==> src/rtl/wisc_pkg.sv <==
// Shared WISC definitions: datapath widths, opcode encodings and the
// bit positions of the N/Z/V flags inside the 3-bit flag vector {N,Z,V}.
package wisc_pkg;

  localparam int WISC_DW = 16;
  localparam int WISC_RW = 4;

  localparam logic [3:0] OP_ADD    = 4'b0000;
  localparam logic [3:0] OP_SUB    = 4'b0001;
  localparam logic [3:0] OP_XOR    = 4'b0010;
  localparam logic [3:0] OP_RED    = 4'b0011;
  localparam logic [3:0] OP_SLL    = 4'b0100;
  localparam logic [3:0] OP_SRA    = 4'b0101;
  localparam logic [3:0] OP_ROR    = 4'b0110;
  localparam logic [3:0] OP_PADDSB = 4'b0111;

  localparam int FLAG_N = 2;
  localparam int FLAG_Z = 1;
  localparam int FLAG_V = 0;

endpackage

==> src/rtl/ex_mem_stage_if.sv <==
// EX->MEM bundle: the ex_* side is driven by EX (master), the mem_* side
// is driven by the pipeline register (slave).
interface ex_mem_stage_if
  import wisc_pkg::*;
#(
  parameter int DW = WISC_DW,
  parameter int RW = WISC_RW
);
  logic          ex_valid;
  logic [3:0]    ex_opcode;
  logic [DW-1:0] ex_alu_result;
  logic          ex_ovfl;
  logic [DW-1:0] ex_store_data;
  logic [RW-1:0] ex_rd;
  logic          ex_reg_write;
  logic          ex_mem_read;
  logic          ex_mem_write;
  logic          ex_halt;

  logic          mem_valid;
  logic [DW-1:0] mem_alu_result;
  logic [DW-1:0] mem_store_data;
  logic [RW-1:0] mem_rd;
  logic          mem_reg_write;
  logic          mem_mem_read;
  logic          mem_mem_write;
  logic          mem_halt;

  modport master (
    output ex_valid, ex_opcode, ex_alu_result, ex_ovfl, ex_store_data,
           ex_rd, ex_reg_write, ex_mem_read, ex_mem_write, ex_halt,
    input  mem_valid, mem_alu_result, mem_store_data, mem_rd,
           mem_reg_write, mem_mem_read, mem_mem_write, mem_halt
  );

  modport slave (
    input  ex_valid, ex_opcode, ex_alu_result, ex_ovfl, ex_store_data,
           ex_rd, ex_reg_write, ex_mem_read, ex_mem_write, ex_halt,
    output mem_valid, mem_alu_result, mem_store_data, mem_rd,
           mem_reg_write, mem_mem_read, mem_mem_write, mem_halt
  );
endinterface

==> src/rtl/ex_mem_stage_flag_logic.sv <==
// flag_logic: decides which of N/Z/V an opcode class updates and forms the
// candidate next flag vector. Purely combinational; the caller decides
// whether the instruction actually advances.
module flag_logic
  import wisc_pkg::*;
#(
  parameter int DW = WISC_DW
) (
  input  logic [3:0]    opcode,
  input  logic [DW-1:0] result,
  input  logic          ovfl,
  input  logic [2:0]    cur_flags,
  output logic [2:0]    next_flags,
  output logic [2:0]    update_mask
);

  logic [2:0] cand;

  // Select updated flags by opcode class and merge with the held flags.
  always_comb begin
    // NOTE: every always_comb output gets a default first so no path leaves it unassigned (no latch).
    update_mask = 3'b000;
    cand        = 3'b000;
    cand[FLAG_N] = result[DW-1];
    cand[FLAG_Z] = (result == '0);
    cand[FLAG_V] = ovfl;
    case (opcode)
      OP_ADD, OP_SUB:                 update_mask = 3'b111;
      OP_XOR, OP_SLL, OP_SRA, OP_ROR: update_mask[FLAG_Z] = 1'b1;
      default:                        update_mask = 3'b000;
    endcase
    next_flags = (cand & update_mask) | (cur_flags & ~update_mask);
  end

endmodule

==> src/rtl/ex_mem_stage.sv <==
// ex_mem_stage: EX->MEM pipeline register of the WISC pipeline, owner of
// the N/Z/V flag register. Priority per cycle: rst > flush > stall > advance.
// Build option FLAG_BYPASS_EN: `flags` shows the next-flag value in the same
// cycle as an updating advance, so a branch in ID need not wait a cycle.
module ex_mem_stage
  import wisc_pkg::*;
#(
  parameter int DW = WISC_DW,
  parameter int RW = WISC_RW
) (
  input  logic         clk,
  input  logic         rst,
  input  logic         stall,
  input  logic         flush,
  ex_mem_stage_if.slave bus,
  output logic [2:0]   flags
);

  logic [2:0] flags_q;
  logic [2:0] flags_d;
  logic [2:0] fl_next;
  logic [2:0] fl_mask;
  logic       advance;

  flag_logic #(.DW(DW)) u_flag_logic (
    .opcode      (bus.ex_opcode),
    .result      (bus.ex_alu_result),
    .ovfl        (bus.ex_ovfl),
    .cur_flags   (flags_q),
    .next_flags  (fl_next),
    .update_mask (fl_mask)
  );

  assign advance = !flush && !stall;

  // Next flag state: cleared by reset, updated only by a real advancing instruction.
  always_comb begin
    flags_d = flags_q;
    if (rst)
      flags_d = 3'b000;
    else if (advance && bus.ex_valid && (fl_mask != 3'b000))
      flags_d = fl_next;
  end

  // Flag register.
  always_ff @(posedge clk) begin
    // NOTE: sequential state uses non-blocking assignments so all registers sample pre-edge values.
    flags_q <= flags_d;
  end

`ifdef FLAG_BYPASS_EN
  assign flags = flags_d;
`else
  assign flags = flags_q;
`endif

  // Pipeline register: reset clears, flush bubbles control, stall holds, else load.
  always_ff @(posedge clk) begin
    if (rst) begin
      // NOTE: the data registers are reset too because they are visible stage outputs.
      bus.mem_valid      <= 1'b0;
      bus.mem_alu_result <= '0;
      bus.mem_store_data <= '0;
      bus.mem_rd         <= '0;
      bus.mem_reg_write  <= 1'b0;
      bus.mem_mem_read   <= 1'b0;
      bus.mem_mem_write  <= 1'b0;
      bus.mem_halt       <= 1'b0;
    end else if (flush) begin
      bus.mem_valid     <= 1'b0;
      bus.mem_reg_write <= 1'b0;
      bus.mem_mem_read  <= 1'b0;
      bus.mem_mem_write <= 1'b0;
      bus.mem_halt      <= 1'b0;
    end else if (!stall) begin
      bus.mem_valid      <= bus.ex_valid;
      bus.mem_alu_result <= bus.ex_alu_result;
      bus.mem_store_data <= bus.ex_store_data;
      bus.mem_rd         <= bus.ex_rd;
      bus.mem_reg_write  <= bus.ex_reg_write;
      bus.mem_mem_read   <= bus.ex_mem_read;
      bus.mem_mem_write  <= bus.ex_mem_write;
      bus.mem_halt       <= bus.ex_halt;
    end
  end

endmodule

==> src/flat_wrapper.sv <==
// flat-port wrapper written by rule: the top's interface ports become plain ports
module ex_mem_stage_flat import wisc_pkg::*;
#(
  parameter int DW = WISC_DW,
  parameter int RW = WISC_RW
)
  (clk, rst, stall, flush, flags, bus_ex_valid, bus_ex_opcode, bus_ex_alu_result, bus_ex_ovfl, bus_ex_store_data, bus_ex_rd, bus_ex_reg_write, bus_ex_mem_read, bus_ex_mem_write, bus_ex_halt, bus_mem_valid, bus_mem_alu_result, bus_mem_store_data, bus_mem_rd, bus_mem_reg_write, bus_mem_mem_read, bus_mem_mem_write, bus_mem_halt);
  ex_mem_stage_if #(.DW(DW), .RW(RW)) bus_i ();
  input  logic clk;
  input  logic rst;
  input  logic stall;
  input  logic flush;
  output logic [2:0] flags;
  input wire logic [$bits(bus_i.ex_valid)-1:0] bus_ex_valid;
  input wire logic [$bits(bus_i.ex_opcode)-1:0] bus_ex_opcode;
  input wire logic [$bits(bus_i.ex_alu_result)-1:0] bus_ex_alu_result;
  input wire logic [$bits(bus_i.ex_ovfl)-1:0] bus_ex_ovfl;
  input wire logic [$bits(bus_i.ex_store_data)-1:0] bus_ex_store_data;
  input wire logic [$bits(bus_i.ex_rd)-1:0] bus_ex_rd;
  input wire logic [$bits(bus_i.ex_reg_write)-1:0] bus_ex_reg_write;
  input wire logic [$bits(bus_i.ex_mem_read)-1:0] bus_ex_mem_read;
  input wire logic [$bits(bus_i.ex_mem_write)-1:0] bus_ex_mem_write;
  input wire logic [$bits(bus_i.ex_halt)-1:0] bus_ex_halt;
  output wire logic [$bits(bus_i.mem_valid)-1:0] bus_mem_valid;
  output wire logic [$bits(bus_i.mem_alu_result)-1:0] bus_mem_alu_result;
  output wire logic [$bits(bus_i.mem_store_data)-1:0] bus_mem_store_data;
  output wire logic [$bits(bus_i.mem_rd)-1:0] bus_mem_rd;
  output wire logic [$bits(bus_i.mem_reg_write)-1:0] bus_mem_reg_write;
  output wire logic [$bits(bus_i.mem_mem_read)-1:0] bus_mem_mem_read;
  output wire logic [$bits(bus_i.mem_mem_write)-1:0] bus_mem_mem_write;
  output wire logic [$bits(bus_i.mem_halt)-1:0] bus_mem_halt;
  assign bus_i.ex_valid = bus_ex_valid;
  assign bus_i.ex_opcode = bus_ex_opcode;
  assign bus_i.ex_alu_result = bus_ex_alu_result;
  assign bus_i.ex_ovfl = bus_ex_ovfl;
  assign bus_i.ex_store_data = bus_ex_store_data;
  assign bus_i.ex_rd = bus_ex_rd;
  assign bus_i.ex_reg_write = bus_ex_reg_write;
  assign bus_i.ex_mem_read = bus_ex_mem_read;
  assign bus_i.ex_mem_write = bus_ex_mem_write;
  assign bus_i.ex_halt = bus_ex_halt;
  assign bus_mem_valid = bus_i.mem_valid;
  assign bus_mem_alu_result = bus_i.mem_alu_result;
  assign bus_mem_store_data = bus_i.mem_store_data;
  assign bus_mem_rd = bus_i.mem_rd;
  assign bus_mem_reg_write = bus_i.mem_reg_write;
  assign bus_mem_mem_read = bus_i.mem_mem_read;
  assign bus_mem_mem_write = bus_i.mem_mem_write;
  assign bus_mem_halt = bus_i.mem_halt;
  ex_mem_stage #(.DW(DW), .RW(RW)) u_core (.clk(clk), .rst(rst), .stall(stall), .flush(flush), .bus(bus_i), .flags(flags));
endmodule
==> config.mk <==
export PLATFORM = sky130hd
export DESIGN_NAME = ex_mem_stage_flat
export DESIGN_NICKNAME = d
export VERILOG_FILES = /design/src/rtl/wisc_pkg.sv /design/src/rtl/ex_mem_stage_if.sv /design/src/rtl/ex_mem_stage_flag_logic.sv /design/src/rtl/ex_mem_stage.sv /design/src/flat_wrapper.sv
export SDC_FILE = /design/constraint.sdc
export NUM_CORES = 1
export LEC_CHECK = 0
export ABC_AREA = 1
export CORE_MARGIN = 2
export CORE_UTILIZATION = 38
export CTS_CLUSTER_SIZE = 40
export DETAILED_ROUTE_END_ITERATION = 10
export GPL_TIMING_DRIVEN = 0
export PLACE_DENSITY = 0.84
export SLEW_MARGIN = 40
export SYNTH_ARGS = -nofsm -noshare
export SYNTH_HDL_FRONTEND = slang
export SYNTH_SLANG_ARGS = --single-unit
==> constraint.sdc <==
create_clock -name clk -period 1.1 [get_ports clk]
set_input_delay 0.22 -clock clk [delete_from_list [all_inputs] [get_ports clk]]
set_output_delay 0.22 -clock clk [all_outputs]
set_load 0.02 [all_outputs]
==> key figures <==
Min path
  – Hold crit path type: in2reg

Yosys
  – Xor and xnor fraction of the mapped netlist area: 0%
  – Mapped Avg Cell Area: 7.70 um2
  – Synth Instances: approximately 230
  – Adder-cell share of the synthesized area: 0%
  – Proportion of synthesized area in mux cells: 0%
  – Commonest cells post-synth: nor2_1, dfxtp_1, o21ai_0
  – Synth top area cells: dfxtp_1, nor2_1, o21ai_0, nand2_1, buf_8
  – Post-synthesis simple-gate area fraction: between 20% and 30%
  – Most used standard cell by instance count after synthesis: nor2_1
  – Post-Syn Area: between 1500 and 2000 um2
  – Complex-gate fraction of the synthesized area: between 10 and 15%
  – Post-synth EDFFs: 0
  – Post-synthesis register bit count: 44
  – Mapped Nets: 276
  – Largest family of logic cells by synthesized area: simple AND/OR/NAND/NOR gates
  – Area share of the largest cell type after synthesis: between 50% and 60%
  – Cell taking the most area after synthesis: dfxtp_1
  – Primary FF master, synth: dfxtp_1
  – Number of synthesis warnings: 0
  – Asr flop ratio synth: 0%
  – Yosys cell types: 17
  – Seq/Total Area, Yosys: around half

Place
  – DP Worst Slack: -0.390 ns
  – Placed cell area: between 2000 and 3000 um2
  – Inst Count DP: 370
  – Detail Placement HPWL: around 3400 um
  – IO buf count: a little over 90
  – RD Place Congestion: a little under 0.8

Worst setup path
  – CP Launch Type: primary input
  – Crit-path max FO: 10
  – Crit-path cells: clkdlybuf4s50_1 -> inv_1 -> buf_6 -> clkbuf_8 -> o21ai_0 -> nor2_1
  – CP Capture Type: register
  – Critical path class: in2reg
  – CP arrival: around 1.2 ns
  – Slowest cell on crit path: clkdlybuf4s50_1
  – CP delay by family, top: buffers and inverters
  – CP max stage delay: roughly 0.48 ns
  – Critical Path RT: 1.29 ns
  – Worst path buffer plus inverter count: 4

Routing
  – Routed WL: ~4500 um
  – ANT nets after route: 0
  – Drt via density: roughly 4.6
  – 1st-iter DRT viols: just over 40
  – Vias post-DR: ~1700
  – Pre-antenna DRT Iters: 4
  – WL/cell: ~12 um
  – DRC errors left: 0

STA
  – RSZ-0062 raised after global routing: no
  – Normalized max-slew margin: between 80% and 90%
  – WHS: 0.202 ns
  – Hold Violations, Final: 0
  – Max-slew violation count: 0
  – Least-Margin Pin Slew: 0.194 ns
  – Final min period: just over 1 ns
  – Skew final: 0 ns
  – Final setup TNS: 0 ns
  – Max frequency: roughly 0.98 GHz
  – Tcrit/Tclk final: 93.0%
  – Worst setup margin: approximately 0.077 ns
  – Final Setup Violations: 0

Finish
  – Share of cells above drive strength 1: between 20% and 30%
  – Fillers: around 440
  – Fin nets: 375
  – Inserted Diodes: 0
  – Synth-to-Final Area Change: 49.8%
  – Final non-filler cell total: 377
  – Core Util, Final: 59.4%
  – Final Instance Area: 2610 um2

Power
  – VDD IR max: 0.664 mV
  – Total power: roughly 3.3 mW
  – Leak pwr: roughly 1.2 nW
  – Pwr/cell area: between 1000 and 1500 nW/um2

Clock network
  – CTS root buffer: clkbuf_8
  – Clock transition at path regs: 0.08 ns
  – TritonCTS clock tree: done
  – H-tree depth: 2
  – Inserted Clock Buffers: 5
  – Max Buffers Root-to-Sink: 2
  – Clock sink count: 44
  – Clock insertion delay at the later pin of the skew report: between 0.2 and 0.3 ns

Global route
  – Initial antenna violation count: 0
  – Grt ovf: 0
  – GR Util All Layers: 18.5%
  – First-pass GRT wire length: 7620 um
  – Vias in the first global route: approximately 1800
  – Largest net degree at the start of global routing: 14

Run status
  – Status: finished clean

Floorplanning
  – Die X: 71.7 um
  – Num ports: 94
  – Vert. Die Dim: around 70 um
  – Core Area: 4380 um2
  – Die ar.: approximately 5000 um2
  – Std-Cell Rows: 24
  – Starting utilization of the core area: 39.7%

Run
  – MaxCap Viol Count: 0
==> cell type report <==
| cell class | count | area, um2 | area share [%] |
|---|---|---|---|
| inverters | 12 | 52.6 | 2.02 |
| flip-flops and latches | 44 | 881 | 33.8 |
| repair buffers | 92 | 699 | 26.8 |
| clock inverters | 2 | 12.5 | 0.480 |
| plain buffers | 12 | 148 | 5.67 |
| well taps | 52 | 65.1 | 2.50 |
| multi-input cells | 158 | 678 | 26.0 |
| clock buffers | 5 | 68.8 | 2.64 |
==> path summary, 6_finish.rpt <==
path                                                    start                       endpoint  slack [ns]  cells past startpoint
worst max-delay path                                      rst   u_core.bus.mem_alu_result[5]        0.08                      6
worst min register to register           u_core.bus.mem_valid           u_core.bus.mem_valid        0.46                      2
worst max register to register  u_core.bus.mem_alu_result[15]  u_core.bus.mem_alu_result[15]        0.46                      2
worst min-delay path                                    stall           u_core.bus.mem_valid        0.20                      3
==> worst reg2reg max path: stages (launching register included) <==
cell and delay [ns]:
dfxtp_1 0.32, o21ai_0 0.17, a21oi_1 0.05
==> sequential cells by signal (all words and copies together) (netlist names), named ones only <==
register,cells
u_core.bus.mem_mem_write,1
u_core.bus.mem_halt,1
u_core.bus.mem_alu_result,16
u_core.bus.mem_mem_read,1
u_core.bus.mem_valid,1
u_core.bus.mem_reg_write,1
u_core.bus.mem_store_data,16
u_core.bus.mem_rd,4
==> logic make-up after synthesis <==
logic type / after synthesis
and+or+nand+nor: 115
DFF: 44
AOI/OAI and AO/OA: 43
buffers and inverters: 24
==> report_power, final <==
part	internal, mW	switching [mW]	leakage, nW
Combinational	0.322	0.344	0.844
Sequential	1.69	0.0398	0.362
Clock	0.430	0.519	0.0400
==> cell usage in the layout, fill, tap and decap left out <==
cell type,count
dfxtp_1,44
nand3_1,1
buf_12,2
clkinv_2,1
buf_2,45
clkbuf_8,6
nor2_4,1
clkinvlp_4,1
nor2_2,7
inv_1,11
dlygate4sd2_1,1
clkbuf_2,2
nand2_1,21
o21ai_1,7
o21ai_0,29
nand4_1,2
nor2_1,83
clkdlybuf4s50_1,47
buf_6,3
a21oi_1,7
inv_8,1
buf_8,3
==> per-layer routing <==
layer	vias to the layer above	part of all wire, %	track usage (%)
met1	772	45	22.2
met5	-	0	0
met2	59	46	31.3
met4	0	1.6	6.50
met3	9	7.3	5.91
li1	904	-	-
==> what timing repair did <==
item | in CTS | in global routing
cloned | 0 | 0
setup buffers | 0 | 0
gates resized for setup | 181 | 5
endpoints found under the setup margin | 76 | 10
hold buffers | 0 | 0
Note: power is estimated with default switching activity, not from simulation.
